`config.mk`:
```
export PLATFORM = sky130hd
export DESIGN_NAME = rx_mf_slicer
export DESIGN_NICKNAME = d
export VERILOG_FILES = /design/src/rtl/rx_mf_slicer.sv
export SDC_FILE = /design/constraint.sdc
export NUM_CORES = 2
export LEC_CHECK = 0
export CORE_MARGIN = 4
export CORE_UTILIZATION = 60
export CTS_CLUSTER_DIAMETER = 80
export DETAILED_ROUTE_END_ITERATION = 6
export GPL_ROUTABILITY_DRIVEN = 0
export HOLD_SLACK_MARGIN = 0.02
export PLACE_DENSITY = 0.76
export SLEW_MARGIN = 20
export SYNTH_ARGS = -nofsm -noshare
export SYNTH_HDL_FRONTEND = slang
export SYNTH_SLANG_ARGS = --single-unit
```
`constraint.sdc`:
```
create_clock -name clk -period 11.3 [get_ports clk]
set_input_delay 1.695 -clock clk [delete_from_list [all_inputs] [get_ports clk]]
set_output_delay 1.695 -clock clk [all_outputs]
set_load 0.01 [all_outputs]
```
`src/rtl/rx_mf_slicer.sv`:
```
// rx_mf_slicer: 21-tap symmetric SRRC matched filter, decimate-by-SPS, 4-level PAM slicer.
// Optional macro SLICER_ERR_EN adds the registered slicer error output sym_err.

module rx_mf_tap #(
  parameter int IDX = 0
) (
  input  logic               clk,
  input  logic               reset,
  input  logic signed [17:0] a,
  input  logic signed [17:0] b,
  output logic signed [35:0] m
);
  logic signed [17:0] p, h;

  // Half of the symmetric SRRC response, 0s17; IDX 10 is the centre tap.
  always_comb begin
    case (IDX)
      0:       h = 18'sd134;
      1:       h = 18'sd2522;
      2:       h = 18'sd3586;
      3:       h = -18'sd162;
      4:       h = -18'sd8622;
      5:       h = -18'sd15048;
      6:       h = -18'sd8652;
      7:       h = 18'sd17192;
      8:       h = 18'sd57198;
      9:       h = 18'sd94305;
      default: h = 18'sd109441;
    endcase
  end

  always_ff @(posedge clk) begin
    if (reset) begin
      p <= '0;
      m <= '0;
    end else begin
      p <= a + b;
      m <= p * h;
    end
  end
endmodule

module rx_mf_slicer #(
  parameter int SPS   = 4,
  parameter int PHASE = 0,
  parameter int THR   = 43690
) (
  input  logic               clk,
  input  logic               reset,
  input  logic               in_valid,
  input  logic signed [17:0] x_in,
  output logic signed [17:0] mf_out,
  output logic               mf_valid,
  output logic [1:0]         sym_out,
  output logic               sym_valid
`ifdef SLICER_ERR_EN
  ,
  output logic signed [17:0] sym_err
`endif
);
  localparam int NTAP   = 21;
  localparam int NHALF  = 11;
  localparam int STAGES = 3;
  localparam int CW     = (SPS > 1) ? $clog2(SPS) : 1;

  logic [NTAP-1:0][17:0]  x;
  logic [NHALF-1:0][35:0] m;
  logic [STAGES:0]        vld_pipe;
  logic [39:0]            acc;
  logic signed [39:0]     sh;
  logic signed [17:0]     y_sat;
  logic [CW-1:0]          cnt;
  logic [1:0]             sym_nxt;
  logic                   take;

  always_ff @(posedge clk) begin
    if (reset)         x <= '0;
    else if (in_valid) x <= {x[NTAP-2:0], x_in >>> 1};
  end

  for (genvar i = 0; i < NHALF; i++) begin : g_tap
    rx_mf_tap #(.IDX(i)) u_tap (
      .clk   (clk),
      .reset (reset),
      .a     (x[i]),
      .b     ((i == NHALF-1) ? '0 : x[NTAP-1-i]),
      .m     (m[i])
    );
  end

  always_comb begin
    acc = '0;
    for (int i = 0; i < NHALF; i++) acc = acc + {{4{m[i][35]}}, m[i]};
  end

  // The 40-bit sum is folded into the mf_out register so the sample-to-output latency is 3.
  assign sh = $signed(acc) >>> 16;
  always_comb begin
    if (sh > 40'sd131071)       y_sat = 18'sd131071;
    else if (sh < -40'sd131072) y_sat = -18'sd131072;
    else                        y_sat = sh[17:0];
  end

  always_ff @(posedge clk) begin
    if (reset) begin
      vld_pipe <= '0;
      mf_out   <= '0;
    end else begin
      vld_pipe <= {vld_pipe[STAGES-1:0], in_valid};
      mf_out   <= y_sat;
    end
  end
  assign mf_valid = vld_pipe[STAGES];

  always_comb begin
    if (mf_out < -THR)    sym_nxt = 2'b00;
    else if (mf_out < 0)  sym_nxt = 2'b01;
    else if (mf_out < THR) sym_nxt = 2'b10;
    else                  sym_nxt = 2'b11;
  end

  assign take = mf_valid && (cnt == CW'(PHASE));

  always_ff @(posedge clk) begin
    if (reset) begin
      cnt       <= '0;
      sym_out   <= 2'b00;
      sym_valid <= 1'b0;
    end else begin
      sym_valid <= take;
      if (mf_valid) cnt <= (cnt == CW'(SPS-1)) ? '0 : cnt + CW'(1);
      if (take)     sym_out <= sym_nxt;
    end
  end

`ifdef SLICER_ERR_EN
  logic signed [18:0] ideal, err;
  always_comb begin
    case (sym_nxt)
      2'b00:   ideal = -19'sd65535;
      2'b01:   ideal = -19'sd21845;
      2'b10:   ideal = 19'sd21845;
      default: ideal = 19'sd65535;
    endcase
    err = $signed({mf_out[17], mf_out}) - ideal;
  end

  always_ff @(posedge clk) begin
    if (reset) sym_err <= '0;
    else if (take) begin
      if (err > 19'sd131071)       sym_err <= 18'sd131071;
      else if (err < -19'sd131072) sym_err <= -18'sd131072;
      else                         sym_err <= err[17:0];
    end
  end
`endif
endmodule
```
==> out/results.tsv <==
metric	value	unit
critical path launch point	g_tap[0].u_tap.m[2]	
Via Count	61800	
clk sink count	922	
asr flop ratio synth	0	%
Least-Margin Pin Slew	1.05	ns
DRC violations left	0	
fraction of layout cells with a size suffix above 1	2.81	%
Mapped Area	88400	um^2
ranking of synthesized cells by area	fa_1 (24%), dfxtp_1 (21%), ha_1 (19%)	
placement row count	140	
minimum clock period	10.77	ns
CTS H-tree depth	3	
via-per-instance ratio	5.47	
initial antenna violation count	5	
ANT nets after route	0	
Post-synth EDFFs	0	
All-Layer GR Usage	28.9	%
register area share after synthesis	20.9	%
max-slew violation count	0	
Max-Cap Viols	0	
crit path capture type	flop	
P&R area growth vs syn	6.42	%
max incr delay on CP	0.63	ns
slowest CP cell	fa_1	
R2R cell count	36	
1st-iter DRT viols	3834	
Leakage	49.1	nW
area share of the largest cell type after synthesis	24.5	%
Worst R2R Setup Slack	0.53	ns
nets@finish	11800	
Seq cells post-synth	922	
syn_nets	11800	
wire per inst	19.1	um
Pwr Density	92.5	nW/um^2
Syn Area/Cell	9.50	um^2
Clk pin slew, worst setup/hold paths	0.06	ns
Main synth FF type	dfxtp_1	
Final Skew	0.0255	ns
clk_lat worst skew	0.71	ns
required time worst endpoint	11.89	ns
Final Cycle Share	95.3	%
I/O Buffers	41	
CP most frequent cell	fa_1	
DRT Pass-1 Iters	6	
startpoint types	flop	
R2R Path End	mf_out[0]	
io pins	43	
final setup vio count	0	
hpwl dp	180000	um
Fmax achieved	92.8	MHz
Max-slew headroom	30.3	%
root buffer cell	clkbuf_16	
CP endpoint	mf_out[0]	
DIE AREA	154000	um^2
HP Class	flop to flop	
Core Region	146000	um^2
post-cts repair resize count	0	
crit path kind	flop to flop	
Netlist cell types	87	
CP arrival	11.36	ns
status	finished, final reports clean	
first-pass GRT wire length	348000	um
clk buf depth	3	
Die W	392	um
area leader, netlist	fa_1	
R2R Path Start	g_tap[0].u_tap.m[2]	
post-placement setup slack	0.442	ns
final WL	216000	um
setup_tns	0	ns
Hold Buf Count CTS	0	
RSZ-0062 raised after global routing	no	
critical path fanouts, max	17	
initial core utilization	60.5	%
global route total overflow	0	
Post CTS Setup Buffer Count	0	
count of final hold-check violations	0	
CTS tree	built	
cells after synthesis	9304	
total CTS buffers	98	
pin count of the biggest net entering global routing	207	
vias in the first global route	65700	
Die H	392	um
synth warn	0	
VDD IR max	0.000113	V
PnR worst setup slack	0.530	ns
[logic make-up after synthesis]
group                      count (synthesis)  share of synthesized area, %
adders and majority gates               2456                          43.9
buffers and inverters                   2295                          9.76
and+or+nand+nor                         1787                          9.26
AOI/OAI and AO/OA                       1018                          7.40
DFF                                      922                          20.9
xor gates and xnor gates                 442                          4.38
muxes                                    384                          4.37
[cell usage after synthesis (13+ instances only)]
library cell and n:
or3_1 32, nor3_1 156, o31ai_1 19, o21ai_0 216, ha_1 1375, a21boi_0 32
fa_1 1081, nor2_1 922, a21o_1 127, o21a_1 42, mux2i_1 370, xnor2_1 276
nand2_1 201, nor2b_1 167, nand4_1 15, and2_1 21, nor4b_1 14, and3_1 35
nand3_1 83, a21oi_1 302, o21ai_1 14, o41ai_1 13, nand2b_1 66, xor2_1 166
o21bai_1 54, o211ai_1 25, inv_1 2124, or2_2 29, buf_1 36, a31oi_1 30
clkbuf_1 131, mux2_2 14, dfxtp_1 922, nor3b_1 22, a211oi_1 33
[state kept, by name, summed over array words and instances (netlist names)]
signal / cells
x: 357
g_tap.u_tap.m: 341
g_tap.u_tap.p: 197
mf_out: 18
vld_pipe: 4
cnt: 2
sym_out: 2
sym_valid: 1
[report_power, final]
part / internal, mW / switching, mW
combinational: 0.751 / 1.17
sequential: 3.33 / 0.114
clock: 1.90 / 1.43
[worst max-delay path: cells and delay by family, from the launching register on]
kind | cells | cell delay (ns)
AO/OA/AOI/OAI | 17 | 4.47
flip-flops | 1 | 0.32
adder cells (fa/ha/maj) | 10 | 4.73
buffers and inverters | 5 | 0.28
AND/OR/NAND/NOR | 4 | 0.82
[metal layers]
metal,part of all wire (%),vias up,GRT usage [%]
li1,-,29400,-
met1,40,30400,35.5
met2,49,1546,50.3
met3,4.4,505,2.93
met4,6.5,0,15.1
met5,0,-,0
[cell type report]
type,instances,area (um^2)
antenna,2,5.00
clock inverter,53,612
sequential,922,18500
timing repair buffer,64,618
inverter,2125,7980
multi-input combinational,6087,61300
clock buffer,125,2690
tap,1917,2400
fill,11700,52000
[how the worst min path moves through the flow]
stage	from	to	slack, ns	cells after the start
final	vld_pipe[1]	vld_pipe[2]	0.43	1
after global routing	vld_pipe[0]	vld_pipe[1]	0.46	1
after CTS	vld_pipe[1]	vld_pipe[2]	0.43	1
after detailed placement	vld_pipe[1]	vld_pipe[2]	0.42	1
after global placement	vld_pipe[1]	vld_pipe[2]	0.42	1
after floorplan	vld_pipe[0]	vld_pipe[1]	0.41	1
[stage by stage]
step	hold slack [ns]	area, um^2	util [%]	power [mW]	std cells
after CTS	0.434	94000	64.4	8.72	11300
final	0.432	94100	64.4	8.70	11300
after detailed placement	0.421	90700	62.1	5.39	11100
after global placement	0.419	90700	62.1	5.35	11100
after global routing	0.464	94100	64.4	9.09	11300
after floorplan	0.414	88400	-	4.83	9304
[placed cells by master, fill, tap and decap left out, types with 54 or more instances in the layout]
| cell | count |
|---|---|
| inv_1 | 2124 |
| ha_1 | 1375 |
| fa_1 | 1081 |
| nor2_1 | 922 |
| dfxtp_1 | 921 |
| mux2i_1 | 370 |
| a21oi_1 | 302 |
| xnor2_1 | 276 |
| o21ai_0 | 216 |
| nand2_1 | 201 |
| nor2b_1 | 167 |
| xor2_1 | 166 |
| nor3_1 | 156 |
| a21o_1 | 127 |
| clkbuf_16 | 99 |
| nand3_1 | 83 |
| nand2b_1 | 66 |
| o21bai_1 | 54 |
(Power assumes the default switching activity.)
